File: src/rtl/seq_pkg.sv
// Shared definitions for the bit-stream serializer: default sizes, FSM state
// encoding and the word-length legality check.
package seq_pkg;

  localparam int W_DEFAULT     = 11;
  localparam int LEN_W_DEFAULT = 4;

  typedef enum logic {
    ST_IDLE  = 1'b0,
    ST_SHIFT = 1'b1
  } state_t;

  // A length is legal when it names at least one bit and no more than the word holds.
  function automatic logic len_legal(input int len, input int max_len);
    return (len >= 1) && (len <= max_len);
  endfunction

endpackage

File: src/rtl/ser_pending_buf.sv
// One-entry holding register (data + length) that parks a word while the
// shifter is still busy; its full flag is the back-pressure for the upstream.
module ser_pending_buf #(
  parameter int W     = 11,
  parameter int LEN_W = 4
) (
  input  logic             clk,
  input  logic             rst_n,
  input  logic             load,
  input  logic             take,
  input  logic [W-1:0]     load_data,
  input  logic [LEN_W-1:0] load_len,
  output logic [W-1:0]     data,
  output logic [LEN_W-1:0] len,
  output logic             full,
  output logic             ready
);

  logic             full_reg;
  logic [W-1:0]     data_reg;
  logic [LEN_W-1:0] len_reg;

  // Capture a parked word or release it to the shifter; load and take never coincide
  // because ready is low whenever the entry is occupied.
  always_ff @(posedge clk or negedge rst_n) begin
    if (!rst_n) begin
      full_reg <= 1'b0;
      data_reg <= '0;
      len_reg  <= '0;
    end else if (load) begin
      full_reg <= 1'b1;
      data_reg <= load_data;
      len_reg  <= load_len;
    end else if (take) begin
      full_reg <= 1'b0;
    end
  end

  assign data  = data_reg;
  assign len   = len_reg;
  assign full  = full_reg;
  assign ready = !full_reg;

endmodule

File: src/rtl/bit_stream_serializer.sv
// Parallel-to-serial converter: words arrive over valid/ready and leave MSB-first,
// one bit per clock, with a one-word pending buffer for gap-free streaming.
module bit_stream_serializer
  import seq_pkg::*;
#(
  parameter int W     = W_DEFAULT,
  parameter int LEN_W = LEN_W_DEFAULT
) (
  input  logic             clk,
  input  logic             rst_n,
  input  logic [W-1:0]     in_data,
  input  logic [LEN_W-1:0] in_len,
  input  logic             in_valid,
  output logic             in_ready,
  output logic             dout,
  output logic             dout_valid,
  output logic             frame_start,
  output logic             len_err
);

  state_t           state_reg;
  logic [W-1:0]     shift_reg;
  logic [LEN_W-1:0] cnt_reg;
  logic             frame_reg;
  logic             len_err_reg;

  logic             pend_full;
  logic             pend_ready;
  logic [W-1:0]     pend_data;
  logic [LEN_W-1:0] pend_len;

  logic             accept;
  logic             legal;
  logic             last_bit;
  logic             direct_load;
  logic             pend_load;
  logic             pend_take;

  // Left-align a word so its first bit to send sits in the shifter MSB.
  function automatic logic [W-1:0] align(input logic [W-1:0] d, input logic [LEN_W-1:0] len);
    return d << (W - int'(len));
  endfunction

  assign accept      = in_valid && in_ready;
  assign legal       = len_legal(int'(in_len), W);
  assign last_bit    = (state_reg == ST_SHIFT) && (cnt_reg == LEN_W'(1));
  assign direct_load = accept && legal && ((state_reg == ST_IDLE) || (last_bit && !pend_full));
  assign pend_load   = accept && legal && !direct_load;
  assign pend_take   = last_bit && pend_full;

  ser_pending_buf #(
    .W     (W),
    .LEN_W (LEN_W)
  ) u_pend (
    .clk       (clk),
    .rst_n     (rst_n),
    .load      (pend_load),
    .take      (pend_take),
    .load_data (in_data),
    .load_len  (in_len),
    .data      (pend_data),
    .len       (pend_len),
    .full      (pend_full),
    .ready     (pend_ready)
  );

  // Shifter FSM: load a new frame (parked word first), otherwise advance one bit
  // per clock and fall back to IDLE with an all-zero shifter after the last bit.
  always_ff @(posedge clk or negedge rst_n) begin
    if (!rst_n) begin
      state_reg <= ST_IDLE;
      shift_reg <= '0;
      cnt_reg   <= '0;
      frame_reg <= 1'b0;
    end else if (pend_take) begin
      state_reg <= ST_SHIFT;
      shift_reg <= align(pend_data, pend_len);
      cnt_reg   <= pend_len;
      frame_reg <= 1'b1;
    end else if (direct_load) begin
      state_reg <= ST_SHIFT;
      shift_reg <= align(in_data, in_len);
      cnt_reg   <= in_len;
      frame_reg <= 1'b1;
    end else begin
      frame_reg <= 1'b0;
      if (state_reg == ST_SHIFT) begin
        if (last_bit) begin
          state_reg <= ST_IDLE;
          shift_reg <= '0;
          cnt_reg   <= '0;
        end else begin
          shift_reg <= {shift_reg[W-2:0], 1'b0};
          cnt_reg   <= cnt_reg - LEN_W'(1);
        end
      end
    end
  end

  // A bad length is swallowed and flagged for exactly one cycle.
  always_ff @(posedge clk or negedge rst_n) begin
    if (!rst_n) begin
      len_err_reg <= 1'b0;
    end else begin
      len_err_reg <= accept && !legal;
    end
  end

  assign in_ready    = pend_ready;
  assign dout        = shift_reg[W-1];
  assign dout_valid  = (state_reg == ST_SHIFT);
  assign frame_start = frame_reg;
  assign len_err     = len_err_reg;

endmodule

File: config.mk
export PLATFORM = sky130hd
export DESIGN_NAME = bit_stream_serializer
export DESIGN_NICKNAME = d
export VERILOG_FILES = /design/src/rtl/seq_pkg.sv /design/src/rtl/ser_pending_buf.sv /design/src/rtl/bit_stream_serializer.sv
export SDC_FILE = /design/constraint.sdc
export NUM_CORES = 1
export LEC_CHECK = 0
export ABC_CLOCK_PERIOD_IN_PS = 4700
export BUFFER_PORTS_ARGS = -buffer_cell sky130_fd_sc_hd__buf_2
export CELL_PAD_IN_SITES_DETAIL_PLACEMENT = 0
export CELL_PAD_IN_SITES_GLOBAL_PLACEMENT = 1
export CORE_MARGIN = 2
export CORE_UTILIZATION = 51
export CTS_BUF_LIST = sky130_fd_sc_hd__clkbuf_16
export CTS_CLUSTER_SIZE = 8
export DETAILED_ROUTE_END_ITERATION = 12
export PLACE_DENSITY = 0.95
export SLEW_MARGIN = 20
export SYNTH_ARGS = -nofsm -noshare
export SYNTH_HDL_FRONTEND = slang
export SYNTH_HIERARCHICAL = 1
export SYNTH_SLANG_ARGS = --single-unit
File: constraint.sdc
create_clock -name clk -period 4.7 [get_ports clk]
set_input_delay 0.47 -clock clk [delete_from_list [all_inputs] [get_ports clk]]
set_output_delay 0.47 -clock clk [all_outputs]
set_load 0.05 [all_outputs]
==> results.md, run 1 <==
- Post-synth cell types: 60
- Die area: 5877 sq um
- Inst Count DP: 341
- Mux share of post-synthesis cell area: between 20% and 30%
- Number of hold buffers added after CTS: 0
- Post CTS Setup Buffer Count: 0
- Crit-path leading delay family: compound AO/OA/AOI/OAI gates
- Worst IR drop on VDD: 0.3817 mV
- Drt drc: 0
- Placeable Area: 5107 sq um
- Worst hold slack: between 200 and 300 ps
- Ys async rst share: between 90% and 100%
- Antenna-violating nets left: 0
- Final hold violation count: 0
- Initial Util: 52.72%
- Crit path capture type: register
- Drt pass-1 iters: 4
- Post-CTS sizing: 0
- Overall power: 1.840 mW
- Global-route wire length before repair: ~11 mm
- Vias per cell: 6.407
- Area grow syn2layout: 8.132%
- Clock Sinks: 34
- Final WL: ~6.6 mm
- Final Cell Area: 2912 sq um
- Largest family of logic cells by synthesized area: multiplexers
- Crit-path slowest cell: a21o_1
- Final period utilization: 58.40%
- Share of cells above drive strength 1: 27.60%
- Critical Path Max Stage Delay: 640 ps
- DIE WIDTH: 76.66 um
- RePlAce Congestion: 0.8574
- Switching share of power: 41.53%
- Synth Area in Adders: 3.253%
- CTS H-tree depth: 2
- Seq/Total Area, Yosys: 31.60%
- TNS Setup: 0 ps
- Unrepaired setup endpoints after global routing: no
- Actual slew at the worst max-slew pin: 754.8 ps
- GRT Resource Usage Total: 23.89%
- # setup viols final: 0
- Synth Area per Inst: 10.01 sq um
- Compound-Gate Fraction of Synth Area: 15.61%
- Ranking of synthesized cells by area: dfrtp_1 32%, mux4_2 10%, mux2_2 6.3%
- Sequential share of power: about a third
- Slew Viols, Final: 0
- Post-synth top area share: 31.60%
- Site Rows: 26
- Via count: ~2200
- Prevailing post-synth register cell: dfrtp_1
- Setup Skew: roughly 4.8 ps
- Diodes inserted: 0
- CTS tree: yes
- Yosys reg bits: 34
- Vias in the first global route: between 2000 and 2500
- Worst Path Arrival: approximately 2900 ps
- Ys Warns: 6
- Crit-path cells: buf_2 > inv_1 > ha_1 > nor2b_1 > o21bai_1 > a21o_1 > o21ai_0 > o32a_1
- Crit path time final: 2745 ps
- Max-cap viol count: 0
- Iteration-0 DRC Markers: 208
- XOR/XNOR Fraction of Synth Area: 0%
- Die Span Y: 76.66 um
- Internal power: 1.076 mW
- Post-layout util: a little under three fifths
- Crit path required time: between 4000 and 5000 ps
- Area after DPL: 2774 sq um
- DPL Wire Length: 4.703 mm
- CTS max path bufs: 2
- Max frequency: 0.3643 GHz
- Worst path bufs/invs: 2
- Largest net degree at the start of global routing: 35
- Slew headroom: 49.68%
- Worst setup SP type: input port
- Initial antenna violation count: 0
- Top Ports: 23
- Wire per inst: 18.81 um
- Setup ws final: around 2000 ps
- Mapped Area: 2693 sq um
- Post-placement setup slack: 1674 ps
- Port Buffers: 22
- Clock-pin slew on the worst setup and hold paths: 50 ps
- Latest clock arrival within the worst-skew pair: 280 ps
- PwrDens: 631.8 nW/um^2
- Fin nets: 303
- Cts bufs inserted: 5
- Clock share of power: about 17%
- CTS root buf: clkbuf_16
- P_sw: 0.7641 mW
- Combinational Power Share: between 40% and 50%
- Finished Layout Cells: approximately 350
- EDFF count, synth: 0
- Most common cell after layout, fill and taps aside: dfrtp_1
- WS Path Type: in2reg
- Outcome: finished, final reports clean
- Static Leak: 1.199 nW
- Synth Instances: 269
- Post-synthesis simple-gate area fraction: ~19%
- Area leader, netlist: dfrtp_1
- Syn_nets: 294
- GR Overflow Total: 0
- CP Max Fanout: 24
- Most frequent cells in the layout: 34 x dfrtp_1, 22 x nand2_1, 22 x nor2_1, 22 x buf_2, 15 x mux2_2
- HP Class: in2async
- Number of fill cells in the layout: roughly 450
-- per-layer routing --
| metal | up-vias | GRT usage (%) | wire length (um) |
|---|---|---|---|
| met1 | 1101 | 33.26 | 2930 |
| li1 | 1055 | - | - |
| met5 | - | 0 | 0 |
| met2 | 64 | 36.23 | 3073 |
| met4 | 0 | 10.36 | 180 |
| met3 | 16 | 4.824 | 379 |
-- power by group through the flow --
| stage | Combinational, mW | Sequential [mW] | Clock, mW |
|---|---|---|---|
| final | 0.898 | 0.627 | 0.315 |
| after global routing | 0.973 | 0.659 | 0.331 |
| after CTS | 0.896 | 0.625 | 0.317 |
| after detailed placement | 0.891 | 0.627 | 0 |
| after global placement | 0.878 | 0.623 | 0 |
| after floorplan | 0.785 | 0.561 | 0 |
-- area by class of cell --
cell class,count,area [sq um],share of cell area [%]
Clock buffer,5,125.1,4.297
Clock inverter,3,12.51,0.4297
Inverter,10,37.54,1.289
Multi-Input combinational cell,204,1680,57.71
Sequential cell,34,850.8,29.22
Tap cell,70,87.58,3.008
Timing Repair Buffer,23,117.6,4.040
-- path summary, 6_finish.rpt --
kind	start	endpoint	slack (ps)	cells after the start
max	in_len[2]	shift_reg[2]	1960	8
min	rst_n	dout_valid	250	1
max reg2reg	cnt_reg[1]	shift_reg[4]	2200	7
min reg2reg	shift_reg[9]	shift_reg[9]	500	1
max in group asynchronous	rst_n	u_pend/data[10]	3960	1
min in group clk	in_data[10]	u_pend/data[10]	460	2
-- synthesized netlist by cell type (all sizes together), types with 2 or more instances --
| cell type | instances |
|---|---|
| o21ai | 5 |
| nand2 | 22 |
| o22ai | 2 |
| nor2b | 3 |
| nand4b | 2 |
| mux4 | 12 |
| mux2 | 24 |
| o21bai | 2 |
| or3b | 2 |
| mux2i | 8 |
| or3 | 2 |
| a211oi | 3 |
| nand3 | 13 |
| a21boi | 2 |
| a22oi | 2 |
| o211ai | 4 |
| buf | 15 |
| dfrtp | 34 |
| a21oi | 8 |
| a31oi | 8 |
| nor3b | 2 |
| nand4 | 11 |
| and3 | 3 |
| o32a | 4 |
| a311oi | 2 |
| clkbuf | 6 |
| nor2 | 22 |
| inv | 10 |
| nor4 | 4 |
| ha | 7 |
| a22o | 2 |
| nor3 | 7 |
-- cell families (layout without fill, tap and decap cells) --
| logic type | count (synthesis) | count (layout) |
|---|---|---|
| AOI/OAI and AO/OA | 56 | 56 |
| adders and majority gates | 7 | 7 |
| buffers and inverters | 31 | 41 |
| DFF | 34 | 34 |
| muxes | 44 | 44 |
| and+or+nand+nor | 97 | 97 |
Power figures use the tool's default switching activity.
==> inputs of run 2 (changes only) <==
Settings changed: ABC_CLOCK_PERIOD_IN_PS 4700 to 2400, CORE_UTILIZATION 51 to 43, PLACE_DENSITY 0.95 to 0.89.
Clock period 4.7 ns to 2.4 ns, I/O delays scaled along.
==> results.md, run 2 (same netlist as run 1, synthesis figures left out) <==
- P_sw: 1.564 mW
- Final hold violation count: 0
- Slew headroom: 47.81%
- Crit path time final: between 2000 and 2500 ps
- Register area: 850.8 sq um
- Share of cells above drive strength 1: between 30% and 40%
- Final period utilization: 94.58%
- Drt drc: 0
- Max-cap viol count: 0
- Crit path capture type: register
- Static Leak: 1.272 nW
- Reg2reg end: shift_reg[7]
- Worst hold slack: just under 30 ps
- Slew Viols, Final: 0
- Largest net degree at the start of global routing: 35
- Latest clock arrival within the worst-skew pair: 280 ps
- CTS max path bufs: 2
- Antenna-violating nets left: 0
- Die Span Y: 83.13 um
- Via count: around 2400
- RePlAce Congestion: a little under 0.9
- Actual slew at the worst max-slew pin: 782.9 ps
- DPL Wire Length: 5.253 mm
- Inst Count DP: 361
- Max frequency: between 0.4 and 0.5 GHz
- Setup ws final: 130.0 ps
- PwrDens: 1234 nW/um^2
- R2R cell count: 7
- Port Buffers: 22
- Drt pass-1 iters: 6
- Overall power: ~3.8 mW
- GR Overflow Total: 0
- Iteration-0 DRC Markers: 202
- WS Path Type: reg2reg
- Vias in the first global route: 2225
- Reg2reg setup slack: 130 ps
- TNS Setup: 0 ps
- Clock Sinks: 34
- Worst IR drop on VDD: ~0.7 mV
- CTS root buf: clkbuf_16
- Initial Util: 44.95%
- # setup viols final: 0
- Outcome: finished, final reports clean
- Wire per inst: 19.32 um
- Cts bufs inserted: 5
- Area after DPL: 2905 sq um
- Switching share of power: 41.56%
- Number of hold buffers added after CTS: 0
- HP Class: in2async
- Sequential share of power: between 30% and 40%
- CP Max Fanout: 9
- Most frequent cells in the layout: 34 x dfrtp_1, 22 x nand2_1, 22 x nor2_1, 22 x buf_2
- Vias per cell: 6.407
- Worst Path Arrival: 2470 ps
- Site Rows: 28
- Number of fill cells in the layout: 561
- Post-placement setup slack: 155.0 ps
- Final WL: 7.128 mm
- Top Ports: 23
- Worst setup SP type: register
- Placeable Area: 5991 sq um
- Internal power: 2.199 mW
- Diodes inserted: 0
- Unrepaired setup endpoints after global routing: no
- Initial antenna violation count: 0
- Clock-pin slew on the worst setup and hold paths: about 50 ps
- CTS tree: yes
- DIE WIDTH: 83.13 um
- Clock share of power: 16.2%
- Most common cell after layout, fill and taps aside: dfrtp_1
- Area grow syn2layout: 13.29%
- Setup Skew: between 3 and 4 ps
- RR Startpoint: cnt_reg[1]
- Crit path required time: 2600 ps
- Global-route wire length before repair: between 10 and 15 mm
- Combinational Power Share: between 50% and 60%
- Final Cell Area: 3050 sq um
- CTS H-tree depth: 2
- Multi-input logic area: 1688 sq um
- Fin nets: 318
- Die area: 6911 sq um
- Finished Layout Cells: 369
- GRT Resource Usage Total: 21.47%
- Post-layout util: about half
[run 2: cell types whose count changed in the layout (fill, tap and decap cells not counted)]
cell | before | now
nand3_4 | 0 | 1
nand3_2 | 1 | 0
buf_4 | 1 | 15
buf_12 | 0 | 1
[run 2: worst max-delay path, cell delays in order (launching register included)]
cell     delay, ps
dfrtp_1        390
inv_1          110
ha_1           180
or3b_4         420
o21a_1         220
nor3_4         430
nand4_1        220
a31oi_1        210
[run 2: power groups by stage]
stage	registers, mW	clock network, mW	logic, mW
3_3_place_gp	1.15	0	1.93
3_5_place_dp	1.16	0	1.95
6_report	1.16	0.608	1.99
4_1_cts	1.16	0.612	1.97
2_1_floorplan	1.10	0	1.54
5_1_grt	1.21	0.638	2.17
[run 2: worst max-delay path by stage]
stage	from	endpoint
detailed placement	cnt_reg[1]	shift_reg[7]
CTS	cnt_reg[1]	shift_reg[6]
finish	cnt_reg[1]	shift_reg[7]
global placement	cnt_reg[1]	shift_reg[6]
floorplan	in_len[2]	u_pend/data[0]
global route	cnt_reg[1]	shift_reg[6]
[run 2: layer usage]
layer	track usage (%)	up-vias	share of wire, %
met2	32.99	104	46
met5	0	-	0
met3	3.380	23	6.0
met4	9.240	0	3.2
met1	30.05	1156	45
li1	-	1081	-
[run 2: layout make-up]
cell class / count / share of cell area (%)
Sequential cell: 34 / 27.89
Clock inverter: 3 / 0.4102
Clock buffer: 5 / 4.102
Timing Repair Buffer: 38 / 7.957
Multi-Input combinational cell: 204 / 55.33
Inverter: 10 / 1.231
Tap cell: 75 / 3.076
[run 2: timing repair]
action,in CTS,in global routing
endpoints found under the setup margin,0,4
buffers inserted,0,0
gates resized for setup,0,1
endpoints found under the hold margin,0,0
==> inputs of run 3 (changes only) <==
Settings changed: CELL_PAD_IN_SITES_DETAIL_PLACEMENT 0 to not set, CELL_PAD_IN_SITES_GLOBAL_PLACEMENT 1 to not set, CORE_UTILIZATION 43 to 44, PLACE_DENSITY 0.89 to 0.76.
==> results.md, run 3 (same netlist as run 1, synthesis figures left out) <==
- Internal power: 2.181 mW
- Crit path required time: 2610 ps
- Largest net degree at the start of global routing: 35
- Combinational Power Share: 52.1%
- HP Class: in2async
- Crit path capture type: register
- Final period utilization: a little over nine tenths
- Clock share of power: about 16%
- # setup viols final: 0
- Die Span Y: 82.23 um
- CTS root buf: clkbuf_16
- Die area: 6761 sq um
- Crit-path cells: inv_1 > ha_1 > or3b_4 > o21ai_2 > nand3_4 > a2111oi_0 > o32a_1
- Placeable Area: around 5900 sq um
- RePlAce Congestion: between 0.9 and 1
- Site Rows: 28
- DIE WIDTH: 82.23 um
- Iteration-0 DRC Markers: 303
- Final WL: 6.732 mm
- Diodes inserted: 0
- Actual slew at the worst max-slew pin: 779.7 ps
- Area grow syn2layout: 12.45%
- GR Overflow Total: 0
- Drt pass-1 iters: 4
- Crit path time final: 2248 ps
- Max-cap viol count: 0
- WS Path Type: reg2reg
- Global-route wire length before repair: 11.08 mm
- Vias in the first global route: 2101
- Clock Sinks: 34
- Clock-pin slew on the worst setup and hold paths: 50 ps
- Initial antenna violation count: 0
- Antenna-violating nets left: 0
- Port Buffers: 22
- P_sw: approximately 1.5 mW
- Crit-path slowest cell: a2111oi_0
- Latest clock arrival within the worst-skew pair: ~280 ps
- Most common cell after layout, fill and taps aside: dfrtp_1
- TNS Setup: 0 ps
- Post CTS Setup Buffer Count: 0
- Wire per inst: 18.39 um
- Sequential share of power: 31.6%
- Max frequency: 0.4449 GHz
- Via count: between 2000 and 2500
- Outcome: finished, final reports clean
- Vias per cell: 6.273
- Drt drc: 0
- Number of hold buffers added after CTS: 0
- Slew Viols, Final: 0
- Static Leak: 1.259 nW
- Cts bufs inserted: 5
- CTS tree: yes
- Slew headroom: 48.02%
- Initial Util: roughly 45%
- Share of cells above drive strength 1: 30.58%
- CP Max Fanout: 7
- Worst IR drop on VDD: 0.6647 mV
- Switching share of power: 40.98%
- Top Ports: 23
- PwrDens: roughly 1200 nW/um^2
- DPL Wire Length: around 5 mm
- Worst Path Arrival: 2460 ps
- Critical Path Max Stage Delay: 460 ps
- Fin nets: 315
- Post-layout util: 51.14%
- Reg2reg setup slack: 150 ps
- CTS max path bufs: 2
- CTS H-tree depth: 2
- Worst setup SP type: register
- GRT Resource Usage Total: 21.81%
- Setup Skew: 4.260 ps
- Final hold violation count: 0
- Most frequent cells in the layout: 34 x dfrtp_1, 22 x nand2_1, 22 x nor2_1, 22 x buf_2, 15 x mux2_2
- Unrepaired setup endpoints after global routing: no
run 3: cell types whose count changed in the layout (fill, tap and decap cells not counted):
| cell | previous run | this run |
|---|---|---|
| buf_4 | 15 | 12 |
run 3: repair_timing:
| action | CTS | global route |
|---|---|---|
| endpoints found under the hold margin | 0 | 0 |
| endpoints found under the setup margin | 0 | 2 |
| gates resized for setup | 0 | 1 |
run 3: stage by stage:
| stage | hold slack, ps | setup slack (ps) | cell area [sq um] | cells | total power, mW |
|---|---|---|---|---|---|
| after floorplan | -55.59 | 157.3 | 2693 | 269 | 2.637 |
| after global placement | 356.6 | 153.7 | 2883 | 358 | 3.032 |
| after detailed placement | 361.4 | 143.0 | 2883 | 358 | 3.069 |
| after CTS | 70.60 | 122.9 | 3020 | 366 | 3.681 |
| after global routing | 112.8 | 18.64 | 3028 | 366 | 3.951 |
| final | 43.41 | 152.1 | 3028 | 366 | 3.696 |
run 3: worst paths after layout:
kind | start | end | depth (start not counted)
max reg2reg | cnt_reg[1] | shift_reg[6] | 7
min in group clk | in_data[10] | u_pend/data[10] | 2
max | cnt_reg[1] | shift_reg[6] | 7
max in group asynchronous | rst_n | u_pend/data[10] | 1
min reg2reg | shift_reg[2] | shift_reg[2] | 1
min | rst_n | dout_valid | 1
run 3: final cells by class:
class                   count  area, sq um
clock inverters             3        12.51
repair buffers             35        220.2
flip-flops and latches     34        850.8
clock buffers               5        125.1
multi-input cells         204         1688
well taps                  75        93.84
inverters                  10        37.54
fillers                   540         2893
run 3: worst max-delay path: cells and delay by family (launching register included):
| family | cells | cell delay (ps) |
|---|---|---|
| compound gates | 3 | 940 |
| simple gates | 2 | 580 |
| flops | 1 | 380 |
| fa+ha+maj | 1 | 180 |
| buf+inv | 1 | 100 |
run 3: power groups by stage:
stage | clock network (mW) | logic [mW] | registers (mW)
after CTS | 0.610 | 1.90 | 1.17
after global placement | 0 | 1.87 | 1.16
final | 0.602 | 1.93 | 1.17
after detailed placement | 0 | 1.90 | 1.17
after floorplan | 0 | 1.54 | 1.10
after global routing | 0.644 | 2.09 | 1.22
run 3: metal layers:
metal	vias to the layer above	wire length (um)	track usage (%)
li1	1077	-	-
met1	1122	3030	31.23
met2	82	3160	33.87
met3	15	438	3.913
met4	0	102	6.000
met5	-	0	0
